===== config.mk =====
export PLATFORM = sky130hd
export DESIGN_NAME = aes_sub_bytes_seq
export DESIGN_NICKNAME = d
export VERILOG_FILES = /design/src/rtl/aes_sub_bytes_seq.sv
export SDC_FILE = /design/constraint.sdc
export NUM_CORES = 1
export LEC_CHECK = 0
export BUFFER_PORTS_ARGS = -buffer_cell sky130_fd_sc_hd__buf_2
export CORE_ASPECT_RATIO = 1.5
export CORE_UTILIZATION = 30
export DETAILED_ROUTE_END_ITERATION = 16
export HOLD_SLACK_MARGIN = 0.12
export PLACE_DENSITY_LB_ADDON = 0.3
export REMOVE_ABC_BUFFERS = 1
export SLEW_MARGIN = 20
export SYNTH_ARGS = -nofsm -noshare
export SYNTH_HDL_FRONTEND = slang
export SYNTH_SLANG_ARGS = --single-unit

===== constraint.sdc =====
create_clock -name clk_i -period 2.5 [get_ports clk_i]
set_input_delay 0.375 -clock clk_i [delete_from_list [all_inputs] [get_ports clk_i]]
set_output_delay 0.375 -clock clk_i [all_outputs]
set_load 0.01 [all_outputs]

===== src/rtl/aes_sub_bytes_seq.sv =====
`default_nettype none
// ============================================================================
// Module   : aes_sub_bytes_seq
// Purpose  : Schedules the 16 AES state bytes through a shared pool of masked
//            S-boxes in slices. Slice issue is gated by fresh PRD. Returning
//            slices are tracked with a token pipeline that matches the S-box
//            latency.
// Revision : 1.0 - initial release
// ============================================================================
module aes_sub_bytes_seq #(
  parameter int NumSBoxes   = 4,
  parameter int SBoxLatency = 5
) (
  input  logic       clk_i,
  input  logic       rst_i,
  input  logic       en_i,
  output logic       out_req_o,
  input  logic       out_ack_i,
  input  logic       prd_valid_i,
  output logic       prd_update_o,
  output logic       in_valid_o,
  output logic [3:0] in_slice_o,
  output logic       out_we_o,
  output logic [3:0] out_slice_o,
  output logic       busy_o,
  output logic       alert_o
);

  localparam int         NumSlices  = 16 / NumSBoxes;
  localparam logic [4:0] LastSlice  = 5'(NumSlices - 1);
  localparam logic [4:0] SliceCount = 5'(NumSlices);

  generate
    if (!(NumSBoxes == 1 || NumSBoxes == 2 || NumSBoxes == 4 ||
          NumSBoxes == 8 || NumSBoxes == 16)) begin : g_bad_num_sboxes
      $error("NumSBoxes must be 1, 2, 4, 8 or 16");
    end
    if (SBoxLatency < 1 || SBoxLatency > 8) begin : g_bad_sbox_latency
      $error("SBoxLatency must be in 1..8");
    end
  endgenerate

  // Pairwise Hamming distance of at least 3, so that a single flipped bit never
  // turns one legal state into another.
  typedef enum logic [5:0] {
    StIdle  = 6'b000000,
    StIssue = 6'b000111,
    StDrain = 6'b011001,
    StDone  = 6'b101010,
    StError = 6'b110100
  } state_e;

  // The register is held as raw bits so that any corrupted encoding can be
  // represented and is caught by the default branch below.
  logic [5:0]                   state_q;
  state_e                       state_d;
  logic [4:0]                   issue_cnt_q, issue_cnt_d;
  logic [4:0]                   ret_cnt_q, ret_cnt_d;
  logic [SBoxLatency-1:0]       tok_vld_q, tok_vld_d;
  logic [SBoxLatency-1:0][3:0]  tok_slc_q, tok_slc_d;

  logic running;
  logic issue;
  logic tok_exit;
  logic err;

  assign running  = (state_q == StIssue) || (state_q == StDrain);
  assign issue    = (state_q == StIssue) && prd_valid_i;
  assign tok_exit = running && tok_vld_q[SBoxLatency-1];
  assign err      = (ret_cnt_q > issue_cnt_q) || (tok_exit && (issue_cnt_q == 5'd0));

  // Token pipeline: advances every cycle while running, flushed otherwise.
  always_comb begin
    tok_vld_d = '0;
    tok_slc_d = '0;
    if (running && en_i) begin
      tok_vld_d[0] = issue;
      tok_slc_d[0] = issue ? issue_cnt_q[3:0] : 4'd0;
      for (int k = 1; k < SBoxLatency; k++) begin
        tok_vld_d[k] = tok_vld_q[k-1];
        tok_slc_d[k] = tok_slc_q[k-1];
      end
    end
  end

  // Next-state and counter logic; error conditions override everything.
  always_comb begin
    state_d     = StError;
    issue_cnt_d = issue_cnt_q;
    ret_cnt_d   = ret_cnt_q;
    case (state_q)
      StIdle: begin
        state_d     = en_i ? StIssue : StIdle;
        issue_cnt_d = 5'd0;
        ret_cnt_d   = 5'd0;
      end
      StIssue: begin
        if (!en_i) begin
          state_d     = StIdle;
          issue_cnt_d = 5'd0;
          ret_cnt_d   = 5'd0;
        end else begin
          ret_cnt_d = ret_cnt_q + {4'd0, tok_exit};
          if (issue) begin
            issue_cnt_d = issue_cnt_q + 5'd1;
          end
          state_d = (issue && (issue_cnt_q == LastSlice)) ? StDrain : StIssue;
        end
      end
      StDrain: begin
        if (!en_i) begin
          state_d     = StIdle;
          issue_cnt_d = 5'd0;
          ret_cnt_d   = 5'd0;
        end else begin
          ret_cnt_d = ret_cnt_q + {4'd0, tok_exit};
          state_d   = (tok_exit && ((ret_cnt_q + 5'd1) == SliceCount)) ? StDone : StDrain;
        end
      end
      StDone: begin
        state_d = (!en_i || out_ack_i) ? StIdle : StDone;
      end
      StError: begin
        state_d = StError;
      end
      default: begin
        state_d = StError;
      end
    endcase
    if (err) begin
      state_d = StError;
    end
  end

  // State, counters and token pipeline registers.
  always_ff @(posedge clk_i or posedge rst_i) begin
    if (rst_i) begin
      state_q     <= StIdle;
      issue_cnt_q <= 5'd0;
      ret_cnt_q   <= 5'd0;
      tok_vld_q   <= '0;
      tok_slc_q   <= '0;
    end else begin
      state_q     <= state_d;
      issue_cnt_q <= issue_cnt_d;
      ret_cnt_q   <= ret_cnt_d;
      tok_vld_q   <= tok_vld_d;
      tok_slc_q   <= tok_slc_d;
    end
  end

  // Outputs decode only from registered state plus the same-cycle PRD/enable qualifiers.
  assign in_valid_o   = issue;
  assign prd_update_o = issue;
  assign in_slice_o   = (state_q == StIssue) ? issue_cnt_q[3:0] : 4'd0;
  assign out_we_o     = tok_exit && en_i && !err;
  assign out_slice_o  = out_we_o ? tok_slc_q[SBoxLatency-1] : 4'd0;
  assign out_req_o    = (state_q == StDone);
  assign busy_o       = (state_q != StIdle);
  assign alert_o      = (state_q == StError);

endmodule
`default_nettype wire


==> summary by stage, run 1 <==
Status
The flow ran to the end, and the final reports show no timing, DRC or antenna violations.

Timing
At the pin with the least slew margin, the transition time is 514 ps. The number of hold violations in the final report is 0. The post-route clock skew is 7.26 ps. The worst pin sits at a relative slew slack of 0.657. The number of slew-limit violations in the final report is 0. Setup violations remaining at the end of the flow were counted as 0.

The final setup TNS is 0 ps. The clock period minus worst slack is 2350 ps. The fmax is 426 MHz. The share of the clock period used by the worst path after layout is 0.939. Hold timing on the final database bottoms out at a slack of 183 ps. The slack of the critical path is 153 ps.

Global routing
The remaining global-route overflow is 0. The global-route usage over all layers is 0.131. The global-route wire length before repair is 6660 um.

The via count of the first global-routing pass is 1334. The initial antenna violation count is 0. Entering global routing, the biggest net connects 42 pins.

Detailed routing
The number of nets with antenna violations after routing is 0. In the final routing, the length of wire on met1 measures 1820 um. For this run, the detailed router's first-pass iteration total came to 4.

The via density per instance is 4.81. After detailed routing, the met2 layer carries 2220 um of wire. The routed wire length is 4240 um. In the final routed layout, each cell accounts on average for 14.2 um. The DRC marker count from the first detailed-route iteration is 106. The post-detailed-route DRC marker count is 0. Summed over all nets, wire length on met3 after detailed routing comes to 107 um.

The detailed router placed 1433 vias in this run. The uppermost layer routed is met4.

Critical path
The required arrival time at the worst endpoint is 2120 ps. The arrival time of the worst setup path is 1970 ps. The setup check on the worst reg-to-reg path leaves a slack of 550 ps. The nature of the critical path startpoint is a flip-flop. By startpoint and endpoint, the worst setup path is classified as reg -> out. The category of the worst setup path capture point is an output pin. The highest net fanout along the worst path is 5.

Power
Of the total power, the share spent switching nets is 0.192. The leakage dissipation is 1.26 nW. The share of total power dissipated in combinational logic is 0.015. The total power is 1.32 mW.

Power spread over the standard cell area amounts to 528 nW/um^2. For this design the total switching power over the nets is 254 uW. IR analysis of the VDD net gives a maximum drop of 0.255 mV. The internal portion of the total power is 1.07 mW. The fraction of power consumed by the clock network is 0.484.

The share of total power dissipated in sequential elements is 0.501.

Yosys
During synthesis, Yosys emitted a total of 0 warnings. The synthesized design contains 41 register bits. The count of distinct cell types in the synthesized netlist is 42. The share of flip-flops with an asynchronous set or reset after synthesis is 1.00. For this run, the leading register cell type out of synthesis is sky130_fd_sc_hd__dfrtp_1.

The netlist area before placement is 1990 sq um. Yosys mapped a number of flops with a built-in enable equal to 0. The sequential element share of the synthesized area is 0.516.

The number of instances in the synthesized netlist is 182. A synthesized cell averages 10.9 sq um.

Clocking
Counting along the longest clock path gives a buffer depth of 2. The number of clock buffers inserted by TritonCTS is 5. The H-tree depth is 2. CTS placed an instance of sky130_fd_sc_hd__clkbuf_8 at the clock tree root.

The clock network latency to the later pin of the worst-skew pair is 290 ps. The clock sink count is 41. Hold repair after CTS inserted 0 buffers. The clock transition at the registers of the reported paths is 80 ps. TritonCTS built the clock tree.

Layout
The layout overhead on the synthesized area is 25.7%. The repair_antennas step left the layout with diodes totalling 0. The library cells used most frequently in the layout, excluding fill and tap cells, are 35 x sky130_fd_sc_hd__dfrtp_1, 23 x sky130_fd_sc_hd__and2_1, 19 x sky130_fd_sc_hd__buf_4. The library cell used most frequently in the layout, excluding fill and tap cells, is sky130_fd_sc_hd__dfrtp_1. The final layout contains 235 nets. Once layout is complete, the utilization of the core stands at 0.388. The share of final-layout standard cells stronger than drive strength 1 is 0.324. With fillers left out, the area of the finished cells amounts to 2500 sq um. For this run, the number of standard cells in the final layout without fillers is 298.

Placement
Prior to clock tree synthesis, the placed netlist has a worst setup slack of 251 ps. The number of input and output port buffers inserted is 18. The weighted congestion reported at the end of routability-driven placement is 0.850. In this run the cell area measured after placement is 2180 sq um. Including well taps, the total number of placed cells is 275. The wire-length estimate of the detail-placed layout is 2820 um.

Worst hold path
The min-delay analysis places its worst path in the category in -> async.

Flow run
The tool flagged a number of max-cap violations equal to 0.

Floorplanning
The die is 102 um tall. The chip width is 68.5 um. The floorplan step defined a die boundary enclosing 6970 sq um. For this design the top-level I/O count stands at 19. For this configuration, the core starts out at a cell density of 0.309. In this run the core area contains 36 standard-cell rows. The core area is 6440 sq um.
==> worst paths after layout <==
check,start,to,cells after the start
worst max-delay path,issue_cnt_q[3],out_slice_o[0],8
worst min-delay path,rst_i,issue_cnt_q[4],3
worst max register to register,state_q[4],ret_cnt_q[4],8
worst min register to register,tok_slc_q[4],tok_slc_q[8],1
max in group asynchronous,rst_i,state_q[3],3
min in group clk_i,en_i,state_q[3],2
==> power groups by stage <==
stage | sequential (mW) | clock (mW) | combinational, mW
6_report | 0.662 | 0.640 | 0.0197
2_1_floorplan | 0.676 | 0 | 0.0101
3_5_place_dp | 0.676 | 0 | 0.0212
4_1_cts | 0.662 | 0.661 | 0.0212
3_3_place_gp | 0.676 | 0 | 0.0210
5_1_grt | 0.662 | 0.684 | 0.0238
==> layer usage <==
layer | track usage | vias to the layer above
met4 | 0.0529 | 0
met3 | 0.0282 | 8
li1 | - | 704
met1 | 0.160 | 697
met5 | 0 | -
met2 | 0.219 | 24
==> flip-flops by register name (all words and copies together), names as in the netlist <==
name and count:
issue_cnt_q 5, state_q 6, tok_slc_q 20, tok_vld_q 5, ret_cnt_q 5
==> what timing repair did <==
| item | in CTS | in global routing |
|---|---|---|
| gates resized for setup | 1 | 17 |
| gates cloned | 0 | 0 |
| pin swaps | 1 | 3 |
| buffers inserted | 2 | 13 |
| endpoints found under the setup margin | 4 | 5 |
==> area by class of cell <==
type	count	area, sq um
clock buffers	5	68.8
clock inverters	3	68.8
fillers	636	3940
inverters	9	33.8
multi-input cells	128	973
flip-flops and latches	41	1030
well taps	76	95.1
repair buffers	36	228
==> cells in the mapped netlist (2+ instances only) <==
cell                       number  area (sq um)
sky130_fd_sc_hd__mux2i_1        2          20.0
sky130_fd_sc_hd__and3_1         8          50.1
sky130_fd_sc_hd__and3_2         2          15.0
sky130_fd_sc_hd__a22o_1         2          17.5
sky130_fd_sc_hd__nor4b_1        2          17.5
sky130_fd_sc_hd__nor2b_1        3          18.8
sky130_fd_sc_hd__xnor2_1        5          43.8
sky130_fd_sc_hd__inv_1          9          33.8
sky130_fd_sc_hd__a21oi_1        4          20.0
sky130_fd_sc_hd__or4bb_1        2          22.5
sky130_fd_sc_hd__nand3b_1       2          15.0
sky130_fd_sc_hd__nor2_1        12          45.0
sky130_fd_sc_hd__nor3_1         6          30.0
sky130_fd_sc_hd__o211a_1        3          30.0
sky130_fd_sc_hd__nand2_1       10          37.5
sky130_fd_sc_hd__ha_1           9           113
sky130_fd_sc_hd__o21ai_0        5          25.0
sky130_fd_sc_hd__dfrtp_1       41          1030
sky130_fd_sc_hd__nand3_1        5          25.0
sky130_fd_sc_hd__and2_1        25           156
sky130_fd_sc_hd__clkbuf_1       3          11.3
sky130_fd_sc_hd__a211oi_1       2          15.0
==> kinds of logic after synthesis <==
logic type	share of synthesized area
and+or+nand+nor	0.271
DFF	0.516
AOI/OAI and AO/OA	0.0981
buffers and inverters	0.0264
adders and majority gates	0.0566
xor gates and xnor gates	0.0220
muxes	0.0101
==> worst max-delay path, stage by stage (launching register included) <==
cell and delay, ps:
sky130_fd_sc_hd__dfrtp_1 410, sky130_fd_sc_hd__inv_2 100, sky130_fd_sc_hd__ha_4 210, sky130_fd_sc_hd__a21o_1 180
sky130_fd_sc_hd__a21oi_2 140, sky130_fd_sc_hd__a32oi_2 90, sky130_fd_sc_hd__nor3_4 280, sky130_fd_sc_hd__and2_4 170
sky130_fd_sc_hd__buf_2 110
No activity file was read; power rests on OpenSTA's default activity.
==> run 2: changes to the inputs <==
Settings changed: MAX_ROUTING_LAYER set to met4.
==> run 2 against run 1 <==
Clock skew rose by 1.9 ps. Clock power grew 0.6%. Critical path depth did not move. Highest routed layer unchanged. Combinational power is essentially flat.
==> summary by stage, run 2 (synthesized netlist as in run 1, its figures left out) <==
Critical path
The required arrival time at the worst endpoint is 2120 ps (about the same). Traced cell by cell, the critical path runs through inv_2, ha_4, a21o_1, a21oi_2, a32oi_2, nor3_4, and2_4, buf_2. The critical path buffer and inverter count is 2 (unchanged). The cell family contributing the most delay on the critical path is simple AND/OR/NAND/NOR gates. STA classifies the critical path endpoint as an output pin. The stage delay of the slowest cell on the critical path is 410 ps (about the same).

The arrival time of the worst setup path is 1970 ps (about the same). The critical path's slowest cell is sky130_fd_sc_hd__dfrtp_1. The worst setup path is of the reg -> out kind.

The highest net fanout along the worst path was 5 (unchanged). STA classifies the critical path startpoint as a flip-flop.

Timing
The share of the clock period used by the worst path after layout is 0.939 (about the same). The number of hold violations in the final report is 0 (unchanged). The count of endpoints failing setup in the final report is 0 (unchanged). The post-route clock skew was 9.20 ps (+1.94 ps).

The number of slew-limit violations in the final report is 0 (unchanged). The relative max-transition margin came to 0.656 (-0.00109). The clock period minus worst slack is 2350 ps (+0.150 ps). The slew at the pin closest to its max-slew limit was 516 ps (+1.63 ps). The fmax was 426 MHz (about the same).

Layout
The share of final-layout standard cells stronger than drive strength 1 came to 0.324 (unchanged). tok_slc_q holds more flip-flops than any other register. The final layout net count is 235 (unchanged).

The layout overhead on the synthesized area was 25.7% (unchanged). Leaving out fill and tap cells, the most frequent cells in the layout are 35 x sky130_fd_sc_hd__dfrtp_1, 23 x sky130_fd_sc_hd__and2_1, 19 x sky130_fd_sc_hd__buf_4. The number of flip-flops under the largest register name came to 20 (unchanged).

The number of antenna repair diodes is 0 (unchanged). The largest registers in the layout are tok_slc_q: 20 flops, state_q: 6 flops. The final core utilization came to 0.388 (unchanged). The finished layout cell area is 2500 sq um (unchanged). The library cell used most frequently in the layout, excluding fill and tap cells, is sky130_fd_sc_hd__dfrtp_1.

Floorplanning
The row count was 36 (unchanged). The overall die area is 6970 sq um (unchanged). The core area was 6440 sq um (unchanged).

The initial core utilization was 0.309 (unchanged). The count of boundary I/O pins is 19 (unchanged). The chip width was 68.5 um (unchanged). The die height was 102 um (unchanged).

Clocking
The number of clock buffers inserted by TritonCTS is 5 (unchanged). The H-tree depth came to 2 (unchanged). The hold buffer count at CTS is 0 (unchanged). The number of buffers on the longest clock path is 2 (unchanged). The TritonCTS clock tree is done. The clock network latency to the later pin of the worst-skew pair was 300 ps (about the same).

The clock transition at the registers of the reported paths came to 80 ps (about the same). The clock sink count came to 41 (unchanged). The root buffer cell chosen for the clock tree is sky130_fd_sc_hd__clkbuf_8.

Power
The switching share of power is 0.194 (+0.00234). The relative contribution of combinational cells to total power is 0.015 (about the same). The total power is 1.33 mW (+0.30%).

The worst voltage drop across the vdd grid is 0.255 mV (about the same). The internal power contribution is 1.07 mW (about the same). The part of the total power dissipated in sequential elements is 0.500 (about the same).

The power per cell area was 530 nW/um^2 (+0.30%). The switching component of the power is 258 uW (+1.5%). The fraction of power consumed by the clock network is 0.485 (about the same). The leakage dissipation is 1.26 nW (unchanged).

Detailed routing
The routed wire length is 4250 um (+0.16%). The average wire per cell in the routed design is 14.3 um (+0.16%). The DRC marker count from the first detailed-route iteration is 105 (-0.94%). The number of nets with antenna violations after routing is 0 (unchanged). The post-detailed-route DRC marker count was 0 (unchanged). The via density per instance is 4.80 (-0.14%). The total number of vias is 1431 (-0.14%).

The number of optimization iterations in the first detailed-route pass is 4 (unchanged).

Placement
The number of input and output port buffers inserted is 18 (unchanged). The cell area after placement is 2180 sq um (unchanged). The post-DP HPWL was 2820 um (unchanged). The weighted congestion reported at the end of routability-driven placement is 0.863 (+1.6%).

Global routing
The via count of the first global-routing pass is 1334 (unchanged). The remaining global-route overflow is 0 (unchanged). The largest net degree at the start of global routing was 42 (unchanged).

The global-route usage over all layers is 0.135 (+0.00395). The initial antenna violation count was 0 (unchanged). The global-route wire length before repair is 6660 um (unchanged).

Status
The flow ran to the end, and the final reports show no timing, DRC or antenna violations.

Worst hold path
The min-delay analysis places its worst path in the category in -> async.

Flow run
The count of max-cap constraint violations is 0 (unchanged).
## run 2: cell counts in the layout (fill, tap and decap cells not counted)
Identical to the previous run, type by type.
## run 2: final cells by class
| type | count | area (sq um) |
|---|---|---|
| Clock buffer | 5 | 68.8 |
| Clock inverter | 3 | 68.8 |
| Fill cell | 636 | 3940 |
| Inverter | 9 | 33.8 |
| Multi-Input combinational cell | 128 | 973 |
| Sequential cell | 41 | 1030 |
| Tap cell | 76 | 95.1 |
| Timing Repair Buffer | 36 | 228 |
## run 2: final timing paths
kind / start / end / slack, ps / cells after the start
max: issue_cnt_q[3] / out_slice_o[0] / 150 / 8
min: rst_i / issue_cnt_q[4] / 180 / 3
max reg2reg: state_q[4] / ret_cnt_q[4] / 550 / 8
min reg2reg: tok_slc_q[4] / tok_slc_q[8] / 440 / 1
max in group asynchronous: rst_i / state_q[3] / 1930 / 3
min in group clk_i: en_i / state_q[3] / 380 / 2
## run 2: power by group through the flow
stage | clock (mW) | combinational [mW] | sequential (mW)
finish | 0.644 | 0.0198 | 0.662
global route | 0.684 | 0.0238 | 0.662
CTS | 0.661 | 0.0212 | 0.662
detailed placement | 0 | 0.0212 | 0.676
global placement | 0 | 0.0210 | 0.676
floorplan | 0 | 0.0101 | 0.676
## run 2: metal layers
| metal | routed length [um] | GRT usage |
|---|---|---|
| met1 | 1860 | 0.160 |
| met5 | 0 | - |
| met4 | 95 | 0.0529 |
| met2 | 2190 | 0.219 |
| met3 | 107 | 0.0282 |
## run 2: worst reg2reg max path, cell delays in order, from the launching register on
cell	delay, ps
sky130_fd_sc_hd__dfrtp_2	440
sky130_fd_sc_hd__and4bb_4	380
sky130_fd_sc_hd__o211a_1	200
sky130_fd_sc_hd__ha_1	190
sky130_fd_sc_hd__ha_1	200
sky130_fd_sc_hd__nand3_1	80
sky130_fd_sc_hd__a21oi_1	150
sky130_fd_sc_hd__xnor2_1	140
sky130_fd_sc_hd__nor2_1	50
## run 2: what timing repair did
| item | 4_1_cts | 5_1_grt |
|---|---|---|
| gates resized for setup | 1 | 17 |
| setup buffers | 2 | 13 |
| pin swaps | 1 | 3 |
| endpoints found under the setup margin | 4 | 5 |
## run 2: stage by stage
stage               TNS [ps]  cells  setup slack (ps)  hold slack (ps)
CTS                        0    285              7.41              216
finish                     0    298               153              184
global route           -82.5    298             -27.7              248
detailed placement         0    275               251              434
floorplan                  0    178               389              428
global placement           0    275               297              430
